===== config.mk =====
export PLATFORM = sky130hd
export DESIGN_NAME = nibble_sel_pipe
export DESIGN_NICKNAME = d
export VERILOG_FILES = /design/src/rtl/nibble_sel_pkg.sv /design/src/rtl/nibble_sel_fifo.sv /design/src/rtl/nibble_sel_pipe.sv
export SDC_FILE = /design/constraint.sdc
export NUM_CORES = 1
export LEC_CHECK = 0
export ABC_AREA = 0
export BUFFER_PORTS_ARGS = -buffer_cell sky130_fd_sc_hd__buf_2
export CELL_PAD_IN_SITES_DETAIL_PLACEMENT = 1
export CELL_PAD_IN_SITES_GLOBAL_PLACEMENT = 2
export CORE_MARGIN = 4
export CORE_UTILIZATION = 35
export DETAILED_ROUTE_END_ITERATION = 8
export GPL_TIMING_DRIVEN = 0
export MAX_ROUTING_LAYER = met4
export PLACE_DENSITY = 0.83
export SYNTH_ARGS = -nofsm -noshare
export SYNTH_HDL_FRONTEND = slang
export SYNTH_SLANG_ARGS = --single-unit

===== constraint.sdc =====
create_clock -name clk_i -period 3 [get_ports clk_i]
set_input_delay 0.6 -clock clk_i [delete_from_list [all_inputs] [get_ports clk_i]]
set_output_delay 0.6 -clock clk_i [all_outputs]
set_load 0.01 [all_outputs]

===== src/rtl/nibble_sel_pkg.sv =====
// Nibble selector shared definitions.
// Mode encodings and default widths.
package nibble_sel_pkg;

  localparam int DATA_W_DEF = 32;
  localparam int NIB_W_DEF  = 4;
  localparam int LANES_DEF  = 4;

  typedef enum logic [1:0] {
    MODE_SELECT  = 2'd0,
    MODE_REVERSE = 2'd1,
    MODE_XOR     = 2'd2,
    MODE_RSVD    = 2'd3
  } mode_e;

endpackage


===== src/rtl/nibble_sel_fifo.sv =====
// Two-entry FIFO holding computed lane words.
// Ports: clk_i, rst_i, push_i/data_i in, pop_i out, data_o/valid_o head, ready_o (registered).
module nibble_sel_fifo #(
  parameter int WIDTH = 16
) (
  input  logic             clk_i,
  input  logic             rst_i,
  input  logic             push_i,
  input  logic             pop_i,
  input  logic [WIDTH-1:0] data_i,
  output logic [WIDTH-1:0] data_o,
  output logic             valid_o,
  output logic             ready_o
);

  logic [WIDTH-1:0] mem_q [2];
  logic             wr_q;
  logic             rd_q;
  logic [1:0]       cnt_q;
  logic [1:0]       cnt_d;
  logic             ready_q;
  logic             push;
  logic             pop;

  // ready_q is the only push qualifier, so a full FIFO
  // never pushes even when the head pops this cycle.
  assign push    = push_i & ready_q;
  assign valid_o = (cnt_q != 2'd0);
  assign pop     = pop_i & valid_o;
  assign data_o  = mem_q[rd_q];
  assign ready_o = ready_q;

  always_comb begin
    cnt_d = cnt_q;
    unique case ({push, pop})
      2'b10:   cnt_d = cnt_q + 2'd1;
      2'b01:   cnt_d = cnt_q - 2'd1;
      default: cnt_d = cnt_q;
    endcase
  end

  always_ff @(posedge clk_i) begin
    if (rst_i) begin
      mem_q[0] <= '0;
      mem_q[1] <= '0;
      wr_q     <= 1'b0;
      rd_q     <= 1'b0;
      cnt_q    <= 2'd0;
      ready_q  <= 1'b0;
    end else begin
      if (push) begin
        mem_q[wr_q] <= data_i;
        wr_q        <= ~wr_q;
      end
      if (pop) begin
        rd_q <= ~rd_q;
      end
      cnt_q   <= cnt_d;
      ready_q <= (cnt_d != 2'd2);
    end
  end

endmodule


===== src/rtl/nibble_sel_pipe.sv =====
// Per-lane nibble selector (select/reverse/xor) feeding a 2-deep FIFO.
// Ports: valid/ready in, data/sel/mode, valid/ready out, nibble_out, xfer count, sticky err.
module nibble_sel_pipe
  import nibble_sel_pkg::*;
#(
  parameter  int DATA_W = DATA_W_DEF,
  parameter  int NIB_W  = NIB_W_DEF,
  parameter  int LANES  = LANES_DEF,
  localparam int NIBS   = DATA_W / NIB_W,
  localparam int IDX_W  = (NIBS > 1) ? $clog2(NIBS) : 1
) (
  input  logic                   clk_i,
  input  logic                   rst_i,
  input  logic                   in_valid_i,
  output logic                   in_ready_o,
  input  logic [DATA_W-1:0]      data_a_i,
  input  logic [DATA_W-1:0]      data_b_i,
  input  logic [LANES*IDX_W-1:0] sel_a_i,
  input  logic [LANES*IDX_W-1:0] sel_b_i,
  input  logic [LANES-1:0]       sel_src_i,
  input  logic [1:0]             mode_i,
  output logic                   out_valid_o,
  input  logic                   out_ready_i,
  output logic [LANES*NIB_W-1:0] nibble_out_o,
  output logic [15:0]            xfer_cnt_o,
  output logic                   err_o,
  input  logic                   err_clr_i
);

  localparam int EXT = 1 << IDX_W;

  // Nibble tables padded to a power of two; padded
  // slots read as zero and are flagged invalid.
  logic [NIB_W-1:0] nib_a [EXT];
  logic [NIB_W-1:0] nib_b [EXT];
  logic [EXT-1:0]   idx_ok;

  for (genvar j = 0; j < EXT; j++) begin : g_nib
    if (j < NIBS) begin : g_v
      assign nib_a[j]  = data_a_i[j*NIB_W +: NIB_W];
      assign nib_b[j]  = data_b_i[j*NIB_W +: NIB_W];
      assign idx_ok[j] = 1'b1;
    end else begin : g_z
      assign nib_a[j]  = '0;
      assign nib_b[j]  = '0;
      assign idx_ok[j] = 1'b0;
    end
  end

  logic [NIB_W-1:0]       sel_l [LANES];
  logic [NIB_W-1:0]       xor_l [LANES];
  logic [IDX_W-1:0]       ia;
  logic [IDX_W-1:0]       ib;
  logic                   bad_sel;
  logic                   bad_xor;
  logic [LANES*NIB_W-1:0] res;
  logic                   bad;

  always_comb begin
    ia      = '0;
    ib      = '0;
    bad_sel = 1'b0;
    bad_xor = 1'b0;
    for (int i = 0; i < LANES; i++) begin
      ia       = sel_a_i[i*IDX_W +: IDX_W];
      ib       = sel_b_i[i*IDX_W +: IDX_W];
      sel_l[i] = sel_src_i[i] ? nib_b[ib] : nib_a[ia];
      xor_l[i] = nib_a[ia] ^ nib_b[ib];
      bad_sel  = bad_sel |
                 (sel_src_i[i] ? ~idx_ok[ib] : ~idx_ok[ia]);
      bad_xor  = bad_xor | ~idx_ok[ia] | ~idx_ok[ib];
    end
  end

  always_comb begin
    res = '0;
    bad = 1'b0;
    unique case (mode_e'(mode_i))
      MODE_REVERSE: begin
        for (int i = 0; i < LANES; i++)
          res[i*NIB_W +: NIB_W] = sel_l[LANES-1-i];
        bad = bad_sel;
      end
      MODE_XOR: begin
        for (int i = 0; i < LANES; i++)
          res[i*NIB_W +: NIB_W] = xor_l[i];
        bad = bad_xor;
      end
      MODE_RSVD: begin
        for (int i = 0; i < LANES; i++)
          res[i*NIB_W +: NIB_W] = sel_l[i];
        bad = 1'b1;
      end
      MODE_SELECT: begin
        for (int i = 0; i < LANES; i++)
          res[i*NIB_W +: NIB_W] = sel_l[i];
        bad = bad_sel;
      end
    endcase
  end

  logic accept;
  logic out_hs;

  assign accept = in_valid_i & in_ready_o;
  assign out_hs = out_valid_o & out_ready_i;

  nibble_sel_fifo #(
    .WIDTH (LANES*NIB_W)
  ) u_fifo (
    .clk_i   (clk_i),
    .rst_i   (rst_i),
    .push_i  (in_valid_i),
    .pop_i   (out_ready_i),
    .data_i  (res),
    .data_o  (nibble_out_o),
    .valid_o (out_valid_o),
    .ready_o (in_ready_o)
  );

  logic [15:0] xfer_q;
  logic [15:0] xfer_d;
  logic        err_q;
  logic        err_d;

  always_comb begin
    xfer_d = out_hs ? xfer_q + 16'd1 : xfer_q;
    // A new error beats a same-cycle clear.
    if (accept && bad)
      err_d = 1'b1;
    else if (err_clr_i)
      err_d = 1'b0;
    else
      err_d = err_q;
  end

  always_ff @(posedge clk_i) begin
    if (rst_i) begin
      xfer_q <= 16'd0;
      err_q  <= 1'b0;
    end else begin
      xfer_q <= xfer_d;
      err_q  <= err_d;
    end
  end

  assign xfer_cnt_o = xfer_q;
  assign err_o      = err_q;

endmodule

======== Word-level counts from Yosys, hierarchy flattened ========
Memory sizes are Yosys's and may differ from the RTL's. A register that Yosys moved wholly into a read port is not among the register bits.
Cells that the tools add are included.
storage, ports and cells
  bits in writable memories ............... 32
  bits in latches ......................... 0
  memories ................................ 9
  output and inout bits ................... 35
  ROM bits ................................ 64
  input port bits ......................... 99
  word-level logic and storage cells ...... 136
  flip-flop bits (word level) ............. 22
memory list
  name              depth  width  read ports  clocked after memory_dff  write ports  RTL line               RTL
  u_fifo.mem_q      2      16     1           1                         2            nibble_sel_fifo.sv:16  logic [WIDTH-1:0] mem_q [2];
  (name not given)  8      1      1           0                         0            nibble_sel_pipe.sv:71  bad_xor = bad_xor | ~idx_ok[ia] | ~idx_ok[ib];
  (name not given)  8      1      1           0                         0            nibble_sel_pipe.sv:71
  (name not given)  8      1      1           0                         0            nibble_sel_pipe.sv:71
  (name not given)  8      1      1           0                         0            nibble_sel_pipe.sv:71
  (name not given)  8      1      1           0                         0            nibble_sel_pipe.sv:71
  +3 memories       --     --     --          --                        --           --
cells by class
  reduce and logical (&&, ||, !) cells .... 7
  multipliers ............................. 0
  equality and inequality tests ........... 6
  bitwise gates (word level) .............. 34
  divide/modulo/power cells ............... 0
  shift operators ......................... 0
  order comparisons ....................... 16
  $add $sub $neg .......................... 3
  muxes and demuxes ....................... 55
operators by type and width
  cell                                                       number
  binary-select mux 4 bit (select 3 bit)                     8
  two-way mux 4 bit                                          20
  one-hot mux 16 bit (3 select lines)                        1
  greater-or-equal comparator 4 bit (second input constant)  8
  < comparator 3 x 4 -> 1 bit (second input constant)        8
  NOT 3 -> 4 bit                                             8
  two-way mux 1 bit                                          23
  adder 16 x 1 -> 16 bit (second input constant)             1
  two-way mux 16 bit                                         1
  OR reduction 16 bit                                        1
  bitwise XOR 4 bit                                          4
  NOT 1 bit                                                  10
  bitwise OR 1 bit                                           10
  equality test 2 bit (second input constant)                3
  equality test 2 x 1 -> 1 bit (second input constant)       2
  one-hot mux 2 bit (2 select lines)                         1
  nonzero test 2 bit                                         2
  OR reduction 2 bit                                         2
  one-hot mux 1 bit (3 select lines)                         1
  adder 2 x 1 -> 2 bit (second input constant)               1
  AND 1 bit                                                  2
  zero test 2 bit                                            1
  != test 2 bit (second input constant)                      1
  subtractor 2 x 1 -> 2 bit (second input constant)          1
  logical AND 1 bit                                          1

======== Longest topological paths before layout ========
Gate-level depths: netlist (run 1).
  word-level depth ........................ 13
  depth in mapped cells ................... 8
  gate-level depth less buffers ........... 7

======== Modules after synthesis ========
From an unflattened synthesis (run 1), not the netlist that was laid out.
second synthesis, totals
  cell total of the unflattened synthesis .. 433
  area total of the unflattened synthesis .. 5,087.4 µm²
by module, submodules not included
  module           area each (µm²)  sequential area each (µm²)  times used  cells an instance
  nibble_sel_pipe  3,410.8          340.3                       1           297
  nibble_sel_fifo  1,676.6          1,081.0                     1           136

======== Least setup slack after synthesis (run 1) ========
OpenSTA, ideal clock, no wires.
  path type ............................... input -> register
  from .................................... input port sel_b_i[0]
  to ...................................... memory u_fifo.mem_q[1][15] (data pin)
  path slack .............................. 0.688 ns
  buffers on the path ..................... 1
  stages .................................. 6
  required time ........................... 2.735 ns
  arrival time ............................ 2.046 ns
  library setup time ...................... 0.265 ns
  cell sequence ........................... buf_6 mux4_2 mux2_4 mux2i_4 nor2_1 or3_1
RTL lines
  item         RTL line               RTL
  from (decl)  nibble_sel_pipe.sv:19  input logic [LANES*IDX_W-1:0] sel_b_i,
  to (decl)    nibble_sel_fifo.sv:16

==> results of run 1 <==
[final cells by class]
cell class                      instances  area [um^2]
Tap cell                              184        230.2
Fill cell                            1662         8469
Clock inverter                          3        18.77
Inverter                                3        11.26
Sequential cell                        55         1421
Timing Repair Buffer                  106        530.5
Clock buffer                            5        125.1
Multi-Input combinational cell        363         3655
Buffer                                 46        237.7
[through the flow]
| step | setup slack, ns | std cells |
|---|---|---|
| 3_3_place_gp | 0.2771 | 757 |
| 3_5_place_dp | 0.1645 | 757 |
| 6_report | 0.4371 | 765 |
| 2_1_floorplan | 0.6881 | 467 |
| 5_1_grt | 0.2763 | 765 |
| 4_1_cts | 0.3518 | 765 |
[registers in the layout (all words and copies together), names as in the netlist, named ones only]
name and count:
err_o 1, xfer_cnt_o 16, u_fifo.rd_q 1, u_fifo.mem_q 32
u_fifo.cnt_q 2, u_fifo.wr_q 1, u_fifo.ready_o 1
[routing by layer]
metal | vias up | share of wire, %
li1 | 2078 | -
met1 | 2208 | 45
met2 | 209 | 48
met3 | 18 | 5.6
met4 | 0 | 1.6
met5 | - | 0
[critical path, delay by kind of cell (launching register included)]
kind / cells / cell delay [ns]
buf+inv: 3 / 0.95
mux: 1 / 0.42
flops: 1 / 0.31
[cell families after synthesis]
family | after synthesis | share of synthesized area, %
AO/OA/AOI/OAI | 82 | 10.46
XOR/XNOR | 31 | 5.099
adder cells (fa/ha/maj) | 5 | 1.175
buffers and inverters | 49 | 4.676
flip-flops | 55 | 26.69
multiplexers | 135 | 41.64
AND/OR/NAND/NOR | 110 | 10.27
[report_power, final]
| part | total [mW] | internal [mW] | switching, mW |
|---|---|---|---|
| registers | 0.888 | 0.860 | 0.0279 |
| logic | 0.901 | 0.428 | 0.473 |
| clock network | 0.564 | 0.309 | 0.255 |
| total | 2.35 | 1.60 | 0.756 |
[cell usage after synthesis, types with 2 or more instances]
library cell                instances
sky130_fd_sc_hd__mux2_2            34
sky130_fd_sc_hd__buf_2              8
sky130_fd_sc_hd__nand3_1            7
sky130_fd_sc_hd__or2_2              4
sky130_fd_sc_hd__a31oi_1           12
sky130_fd_sc_hd__o22a_1            12
sky130_fd_sc_hd__or2b_2             2
sky130_fd_sc_hd__edfxtp_1          32
sky130_fd_sc_hd__nor3_1            15
sky130_fd_sc_hd__mux4_2            64
sky130_fd_sc_hd__nor2b_1            2
sky130_fd_sc_hd__a22oi_1            6
sky130_fd_sc_hd__mux2_4             2
sky130_fd_sc_hd__buf_1              2
sky130_fd_sc_hd__o211ai_1           7
sky130_fd_sc_hd__nand4_1            3
sky130_fd_sc_hd__ha_1               5
sky130_fd_sc_hd__nand2b_1           5
sky130_fd_sc_hd__nand2_1           28
sky130_fd_sc_hd__and3_1             7
sky130_fd_sc_hd__clkbuf_8           4
sky130_fd_sc_hd__inv_1              3
sky130_fd_sc_hd__xor2_1            16
sky130_fd_sc_hd__dfxtp_1           23
sky130_fd_sc_hd__or3_1              5
sky130_fd_sc_hd__xnor2_1           15
sky130_fd_sc_hd__a21oi_1            5
sky130_fd_sc_hd__clkbuf_1          30
sky130_fd_sc_hd__o22ai_1           14
sky130_fd_sc_hd__a211o_1            6
sky130_fd_sc_hd__o2bb2ai_1          2
sky130_fd_sc_hd__and2_1             3
sky130_fd_sc_hd__buf_6              2
sky130_fd_sc_hd__o21ai_0           16
sky130_fd_sc_hd__mux2i_1           34
sky130_fd_sc_hd__nor2_1            23
[worst min-delay path by stage]
stage | end | slack, ns | cells past startpoint
2_1_floorplan | flop | 0.48 | 2
3_3_place_gp | err_o | 0.45 | 2
3_5_place_dp | err_o | 0.47 | 2
4_1_cts | err_o | 0.48 | 2
5_1_grt | err_o | 0.51 | 2
6_report | err_o | 0.48 | 2
==> results, run 1 <==
- The via-per-instance ratio is 5.899.
- In this run the mean area of a mapped cell was 11.40 um^2.
- The run finished with clean final reports.
- The standard cell with the maximum stage delay on the critical path is sky130_fd_sc_hd__buf_1.
- Counting along the longest clock path gives a buffer depth of 2.
- Walking the worst path, the cells encountered are clkbuf_1 -> buf_1 -> mux2_2 -> buf_2.
- The maximum fanout count along the critical path is 10.
- The analysis attributes to cell leakage a power of 2.449 nW.
- After routing the design area is 6230 um^2.
- The overall routing resource usage is 19.20%.
- The worst hold path class is flop to flop.
- The register clock-pin slew on the reported worst setup and hold paths is 0.07 ns.
- Synthesis inferred 55 register bits.
- The met2 usage is 31.71%.
- The number of distinct library cell variants in the gate-level netlist after synthesis is 45.
- The fraction of met1 tracks used by global routing is 25.84%.
- The total count of max-transition violations in the final report was 0.
- The most used flip-flop cell after synthesis is sky130_fd_sc_hd__edfxtp_1.
- The number of iterations in the first detailed-routing pass is 6.
- The leading cell type in the layout, fill and taps excluded is sky130_fd_sc_hd__buf_2.
- 0 antenna diodes ended up in the layout.
- Counting flops with a built-in enable in the synthesized netlist gives 32.
- The global placement routability congestion is 0.8763.
- The die is 131.3 um tall.
- The number of antenna violations at the first check in global routing came to 0.
- In this run the standard cell core region covers 14700 um^2.
- The maximum number of pins on one net before global-route repair is 18.
- Sorting the synthesized cells by area gives the leading types as sky130_fd_sc_hd__mux4_2 (27%), sky130_fd_sc_hd__edfxtp_1 (18%), sky130_fd_sc_hd__dfxtp_1 (8.6%), sky130_fd_sc_hd__mux2_2 (7.2%), sky130_fd_sc_hd__mux2i_1 (6.4%).
- In the layout the commonest cells are sky130_fd_sc_hd__buf_2 (114), sky130_fd_sc_hd__mux4_2 (64), sky130_fd_sc_hd__mux2_2 (34), sky130_fd_sc_hd__mux2i_1 (34), sky130_fd_sc_hd__edfxtp_1 (32).
- The count of clock tree sinks is 55.
- The count of buffers added on input and output ports is 106.
- The final-report hold violation count was 0.
- The overall power is 2.353 mW.
- The first-pass GRT wire length is 26240 um.
- The wire length per cell after detailed routing is 21.26 um.
- In this run the critical register-to-register path is captured at u_fifo.mem_q[1][5].
- In this run the cell area measured after placement is 6086 um^2.
- The overall overflow remaining after global route is 0.
- The horizontal extent of the die is 131.3 um.
- The most critical setup path has its endpoint at nibble_out_o[9].
- The tightest hold path in the finished design has a slack of 0.4769 ns.
- The worst path in the final design needs a cycle of 2.563 ns, including I/O delays and setup.
- Setup repair after global routing left no endpoint under its margin.
- The worst register-to-register path begins at u_fifo.ready_o.
- The die covers 17250 um^2.
- Adding up every negative setup slack in the final design gives 0 ns.
- The number of antenna-violating nets in the routed design is 0.
- The post-cts hold buffer count is 0.
- The number of nets handed over by synthesis was 571.
- The area share of the largest cell type after synthesis is 27.07%.
- For this run, the post-layout net count is 684.
- The headroom to the max-slew limit is 54.49%.
- The number of global-route vias before repair was 4846.
- The number of placed I/O pins is 134.
- Counting every instance in the synthesized netlist gives 467.
- For this run, the slowest stage of the critical path takes 0.47 ns.
- The power density over the cells is 377.7 nW/um^2.
- The initial core utilization is 36.23%.
- The cell accounting for the most synthesized area is sky130_fd_sc_hd__mux4_2.
- The HPWL after detailed placement is 13450 um.
- The number of rows in the core area is 44.
- The TritonCTS clock tree is yes.
- The area growth from synthesis to layout is 16.99%.
- Gates resized during post-CTS repair numbered 0.
- The slack of the worst reg-to-reg path is 0.89 ns.
- At the pin with the least slew margin, the transition time is 0.6764 ns.
- The startpoint of the most critical hold path is err_o.
- The later-pin clock latency in the skew report is 0.29 ns.
- The kind of start point of the critical path is a flop.
- In the finished design, the share of the clock period the worst path needs comes to 85.43%.
- The required time of the critical path is 2.40 ns.
- The critical path endpoint category is an output pin.
- Data arrives at the worst endpoint at 1.96 ns.
- The clock arrives with 0.002462 ns of skew.
- Yosys printed 0 warnings.
- The busiest layer in global routing is met2.
- Setup violations remaining at the end of the flow were counted as 0.
- The sequential-to-total area share from yosys stat is 26.69%.
- Measured in cells, the most critical reg-to-reg path has a length of 7.
- Across the run, the number of max-cap violations was 0.
- The worst voltage drop across the vdd grid is 245.2 uV.
- Global routing used 2.179% of the available met3 tracks.
- The fraction of final layout cells sized beyond drive strength 1 is 40.96%.
- The sum of routed wire length over all layers is 16270 um.
- The via count is 4513.
- The share of the core filled with cells in the final layout is 42.38%.
- The mapped netlist covers 5325 um^2.
- The clock buffer count from CTS is 5.
- The maximum clock frequency is 390.2 MHz.
- The post-CTS setup buffer count is 0.
- After detailed routing, the number of remaining DRC violations is 0.
- After synthesis, the share of flip-flops with an asynchronous set or reset is 0%.
- The detailed router finished its first iteration with 198 violations.
- In this run the number of H-tree levels came out at 2.
- The cell chosen for the clock root is sky130_fd_sc_hd__clkbuf_16.
- The type of the worst setup path is flop to output pin.
(Power assumes the default switching activity.)
==> run 2: changes to the inputs <==
--- a/config.mk
+++ b/config.mk
@@ -9,7 +9,6 @@
 export BUFFER_PORTS_ARGS = -buffer_cell sky130_fd_sc_hd__buf_2
 export CELL_PAD_IN_SITES_DETAIL_PLACEMENT = 1
 export CELL_PAD_IN_SITES_GLOBAL_PLACEMENT = 2
-export CORE_MARGIN = 4
 export CORE_UTILIZATION = 35
 export DETAILED_ROUTE_END_ITERATION = 8
 export GPL_TIMING_DRIVEN = 0
==> results, run 2 (synthesized netlist as in run 1, its figures left out) <==
- In this run the worst hold path is classified as flop to flop.
- The floorplan step defined a die boundary enclosing 15710 um^2.
- In the layout the commonest cells are sky130_fd_sc_hd__buf_2 (114), sky130_fd_sc_hd__mux4_2 (64), sky130_fd_sc_hd__mux2_2 (34), sky130_fd_sc_hd__mux2i_1 (34).
- The total count of max-transition violations in the final report is 0.
- Setup repair after global routing left no endpoint under its margin.
- The required time of the critical path is 2.40 ns.
- The maximum buffer depth of the clock tree is 2.
- The sum of routed wire length over all layers is 15890 um.
- Counting the buffers created by CTS gives 5.
- The final hold slack is 0.4731 ns.
- The final-report hold violation count is 0.
- The power density over the cells is 389.5 nW/um^2.
- The via-per-instance ratio is 5.957.
- The number of global-route vias before repair is 4726.
- Counting the fill cells in the layout gives 1638.
- The post-cts gate resize count is 0.
- The maximum clock frequency is 394.9 MHz.
- The TritonCTS clock tree is yes.
- The number of antenna repair diodes is 0.
- The HPWL reported at the end of detailed placement is 12860 um.
- IR analysis of the VDD net gives a maximum drop of 193.7 uV.
- The floorplan has 44 rows.
- Entering global routing, the biggest net connects 17 pins.
- At the end of routability-driven placement, the weighted congestion stood at 0.8980.
- 134 I/O pins were placed.
- The count of clock tree sinks is 55.
- The post-CTS setup buffer count is 0.
- The arrival time at the worst endpoint is 1.93 ns.
- The horizontal extent of the die is 125.3 um.
- Setup violations remaining at the end of the flow were counted as 0.
- The flip-flop count of the largest register, all copies and words added is 32.
- Leaving out fill and tap cells, the most frequent cell in the layout is sky130_fd_sc_hd__buf_2.
- The overall overflow remaining after global route is 0.
- The count of routing violations after the opening detailed-route iteration is 274.
- The cell count of the worst hold path is 2.
- The cell chosen for the clock root is sky130_fd_sc_hd__clkbuf_16.
- The net count of the finished layout is 684.
- In the final routed layout, each cell accounts on average for 20.77 um.
- The post-route clock period utilization is 84.41%.
- The via count is 4557.
- The static leakage is 2.457 nW.
- The number of buffers added on ports is 106.
- The fraction of final layout cells sized beyond drive strength 1 is 40.62%.
- The number of iterations in the first detailed-routing pass is 7.
- The floorplan step defined a core boundary enclosing 14700 um^2.
- In the global route stage, overall resource usage came out at 20.79%.
- After clock tree synthesis, the flow added hold-fix buffers numbering 0.
- The chip height is 125.3 um.
- Along the worst path, the maximum fanout reaches 10.
- The worst path in the final design needs a cycle of 2.532 ns, including I/O delays and setup.
- The critical path endpoint category is an output pin.
- The later-pin clock latency in the skew report is 0.29 ns.
- The cell area after placement is 6086 um^2.
- The transition time at the pin with the least slew margin is 0.7401 ns.
- The total negative setup slack is 0 ns.
- Between clock sinks in the finished design, the worst skew comes to 0.006142 ns.
- The area of all placed cells without fillers is 6248 um^2.
- After detailed routing, the number of remaining DRC violations is 8.
- The final reports fail on design-rule violations.
- Leaving out filler cells and counting taps, the final layout contains 765.
- The number of antenna violations at the first check in global routing is 0.
- The number of cells on the worst reg-to-reg path is 7.
- In this run the remaining antenna-violating nets after routing total 0.
- The register with the most flip-flops in the final layout is u_fifo.mem_q.
- The first-pass GRT wire length is 24910 um.
- After clock tree synthesis, the clock-pin slew on the worst setup and hold paths is 0.06 ns.
- The headroom to the max-slew limit is 50.20%.
- From synthesis to final layout, the design area changed by 17.34%.
- The kind of start point of the critical path is a flop.
- The type of the worst setup path is flop to output pin.
- The reported max-cap violation count is 0.
- The share of the core filled with cells in the final layout is 42.51%.
- The run finished, with violations left.
- The initial core utilization is 36.23%.
- The number of cells in the design after placement is 757.
- In this run the number of H-tree levels came out at 2.
run 2: layout make-up:
cell class,count,area (um^2),share of cell area (%)
Inverter,3,11.26,0.1802
Multi-Input combinational cell,363,3655,58.49
Tap cell,184,230.2,3.684
Sequential cell,55,1421,22.75
Clock inverter,1,30.03,0.4806
Timing Repair Buffer,106,530.5,8.490
Clock buffer,7,132.6,2.123
Buffer,46,237.7,3.805
run 2: per-layer routing:
| layer | routed length, um | vias to the layer above | part of all wire [%] | track usage (%) |
|---|---|---|---|---|
| met2 | 7634 | 223 | 48 | 34.44 |
| li1 | - | 2077 | - | - |
| met3 | 1076 | 22 | 6.8 | 3.252 |
| met5 | 0 | - | 0 | - |
| met4 | 385 | 0 | 2.4 | 7.102 |
| met1 | 6791 | 2235 | 43 | 25.86 |
run 2: through the flow:
step                      setup WS [ns]  power [mW]
final                            0.4677       2.434
after global routing             0.2993       2.546
after CTS                        0.3746       2.451
after detailed placement         0.1747       1.799
after global placement           0.3090       1.765
after floorplan                  0.6881       1.515
run 2: final timing paths:
kind	startpoint	endpoint	slack [ns]
hold / removal	err_o	err_o	0.47
setup / recovery	flop	nibble_out_o[7]	0.47
setup reg to reg	u_fifo.ready_o	u_fifo.mem_q[0][6]	0.89
hold reg to reg	err_o	err_o	0.47
run 2: critical path: stages (launching register included):
cell	delay (ns)
sky130_fd_sc_hd__dfxtp_1	0.31
sky130_fd_sc_hd__clkbuf_1	0.32
sky130_fd_sc_hd__buf_1	0.47
sky130_fd_sc_hd__mux2_2	0.41
sky130_fd_sc_hd__buf_2	0.14
run 2: power breakdown:
group / switching [mW] / internal (mW)
clock network: 0.253 / 0.395
logic: 0.469 / 0.429
registers: 0.0280 / 0.860
==> run 3: changes to the inputs <==
==> constraint.sdc (replaced) <==
create_clock -name clk_i -period 2.6 [get_ports clk_i]
set_input_delay 0.52 -clock clk_i [delete_from_list [all_inputs] [get_ports clk_i]]
set_output_delay 0.52 -clock clk_i [all_outputs]
set_load 0.01 [all_outputs]
==> results, run 3 (synthesized netlist as in run 1, its figures left out) <==
- The maximum buffer depth of the clock tree is 2.
- For this block, the routed nets add up to 15890 um of wire.
- The detailed router placed 4556 vias in this run.
- The wire length per cell after detailed routing is 20.76 um.
- The worst setup path is of the input pin to flop kind.
- The reported max-cap violation count is 0.
- The via-per-instance ratio is 5.956.
- Leaving out fill and tap cells, the most frequent cells in the layout are sky130_fd_sc_hd__buf_2 (114), sky130_fd_sc_hd__mux4_2 (64), sky130_fd_sc_hd__mux2_2 (34), sky130_fd_sc_hd__mux2i_1 (34).
- The final hold slack is 0.4731 ns.
- After clock tree synthesis, the clock-pin slew on the worst setup and hold paths is 0.06 ns.
- The register ranked first by flip-flop count is u_fifo.mem_q.
- The headroom to the max-slew limit is 50.20%.
- The area of all placed cells without fillers is 6250 um^2.
- The placement-stage worst setup slack is -0.1453 ns.
- The clock buffer count from CTS is 5.
- Entering global routing, the biggest net connects 17 pins.
- The number of buffers added on ports is 106.
- The chip height is 125.3 um.
- The core outline area is 14700 um^2.
- The final reports fail on design-rule violations.
- The kind of start point of the critical path is an input pin.
- The maximum fanout count along the critical path is 8.
- Counting every sink on the clock net gives 55.
- The number of gates resized after CTS was 0.
- The leading cell type in the layout, fill and taps excluded is sky130_fd_sc_hd__buf_2.
- For this run, the total global-route usage over all layers was measured as 20.79%.
- VDD sags by at most 223.6 uV.
- Power spread over the standard cell area amounts to 449.4 nW/um^2.
- The number of global-route vias before repair is 4726.
- Buffers added to address setup during post-CTS repair amount to 0.
- At the worst endpoint, the required time is 2.62 ns.
- The overall overflow remaining after global route is 0.
- Before antenna repair, the detailed router went through 7 iterations.
- The tree is rooted in a sky130_fd_sc_hd__clkbuf_16.
- The first global-routing pass estimated 24910 um of wire.
- From synthesis to final layout, the design area changed by 17.36%.
- At the end of routability-driven placement, the weighted congestion stood at 0.8980.
- In this run the remaining antenna-violating nets after routing total 0.
- Setup repair after global routing left no endpoint under its margin.
- Setup violations remaining at the end of the flow were counted as 0.
- The total negative setup slack is 0 ns.
- The post-cts hold buffer count is 0.
- Clock skew on the completed layout was measured at 0.006142 ns.
- The TritonCTS clock tree is yes.
- The final worst setup slack is 0.2141 ns.
- The HPWL reported at the end of detailed placement is 12860 um.
- The number of rows in the core area is 44.
- Dividing the final minimum period by the clock period gives 91.77%.
- In this run the worst hold path is classified as flop to flop.
- The H-tree level count is 2.
- The post-detailed-route DRC marker count is 8.
- The flow ran to the end, but the final reports show violations.
- The total count of max-transition violations in the final report came to 0.
- The critical path endpoint category is a flop.
- The startpoint identified for the worst register-to-register timing path is u_fifo.ready_o.
- For this design the static power due to leakage is 2.461 nW.
- The number of placed I/O pins is 134.
- The die covers 15710 um^2.
- The arrival time at the worst endpoint is 2.41 ns.
- The later-pin clock latency in the skew report is 0.29 ns.
- In this run the worst setup path begins at sel_a_i[11].
- The startpoint of the most critical hold path is err_o.
- The final-report hold violation count is 0.
- Subtracting the final worst setup slack from the clock period gives 2.386 ns.
- For the pin with the worst max-slew slack, the measured transition is 0.7401 ns.
- The horizontal extent of the die is 125.3 um.
- The maximum clock frequency is 419.1 MHz.
- Once the floorplan was initialized, standard cells occupied 36.23% of the core.
- Summing all placed instances gives a cell area of 6086 um^2.
- The number of antenna violations at the first check in global routing is 0.
- The post-layout net count is 684.
- The count of routing violations after the opening detailed-route iteration is 274.
- The fraction of final layout cells sized beyond drive strength 1 is 40.79%.
- The number of antenna diodes in the final layout is 0.
- The flip-flop count of the largest register, all copies and words added is 32.
[run 3: cell count changes in the layout (fill, tap and decap cells not counted), sizes merged]
cell and change:
buf -1, clkbuf +1
[run 3: final cells by class]
| cell class | instances | area [um^2] |
|---|---|---|
| Tap cell | 184 | 230.2 |
| Clock inverter | 1 | 30.03 |
| Buffer | 46 | 239.0 |
| Timing Repair Buffer | 106 | 530.5 |
| Sequential cell | 55 | 1421 |
| Fill cell | 1639 | 8449 |
| Inverter | 3 | 11.26 |
| Multi-Input combinational cell | 363 | 3655 |
| Clock buffer | 7 | 132.6 |
[run 3: path summary, 6_finish.rpt]
check,slack (ns),endpoint,depth (start not counted)
min reg2reg,0.47,err_o,2
max reg2reg,0.50,u_fifo.mem_q[0][6],7
max,0.21,u_fifo.mem_q[0][15],6
min,0.47,err_o,2
[run 3: layer usage]
layer | share of wire [%] | wire length, um | GRT usage (%)
met5 | 0 | 0 | -
met4 | 2.4 | 385 | 7.102
met3 | 6.7 | 1072 | 3.252
met2 | 48 | 7632 | 34.44
met1 | 43 | 6794 | 25.86
[run 3: where the power goes]
group	switching, mW	total [mW]	leakage, nW	internal [mW]
Sequential	0.0324	1.02	0.522	0.992
Combinational	0.541	1.04	1.86	0.495
Clock	0.292	0.748	0.0781	0.456
Total	0.866	2.81	2.46	1.94
[run 3: through the flow]
stage / util (%) / power [mW] / std cells
3_3_place_gp: 41.40 / 2.037 / 757
4_1_cts: 42.51 / 2.829 / 765
6_report: 42.52 / 2.809 / 765
5_1_grt: 42.52 / 2.938 / 765
3_5_place_dp: 41.40 / 2.076 / 757
2_1_floorplan: - / 1.748 / 467
[run 3: critical path, stage by stage]
cell,delay [ns]
sky130_fd_sc_hd__clkbuf_1,0.43
sky130_fd_sc_hd__mux4_2,0.39
sky130_fd_sc_hd__mux2i_1,0.41
sky130_fd_sc_hd__or3_1,0.18
sky130_fd_sc_hd__o21ai_0,0.08
sky130_fd_sc_hd__or3_1,0.40
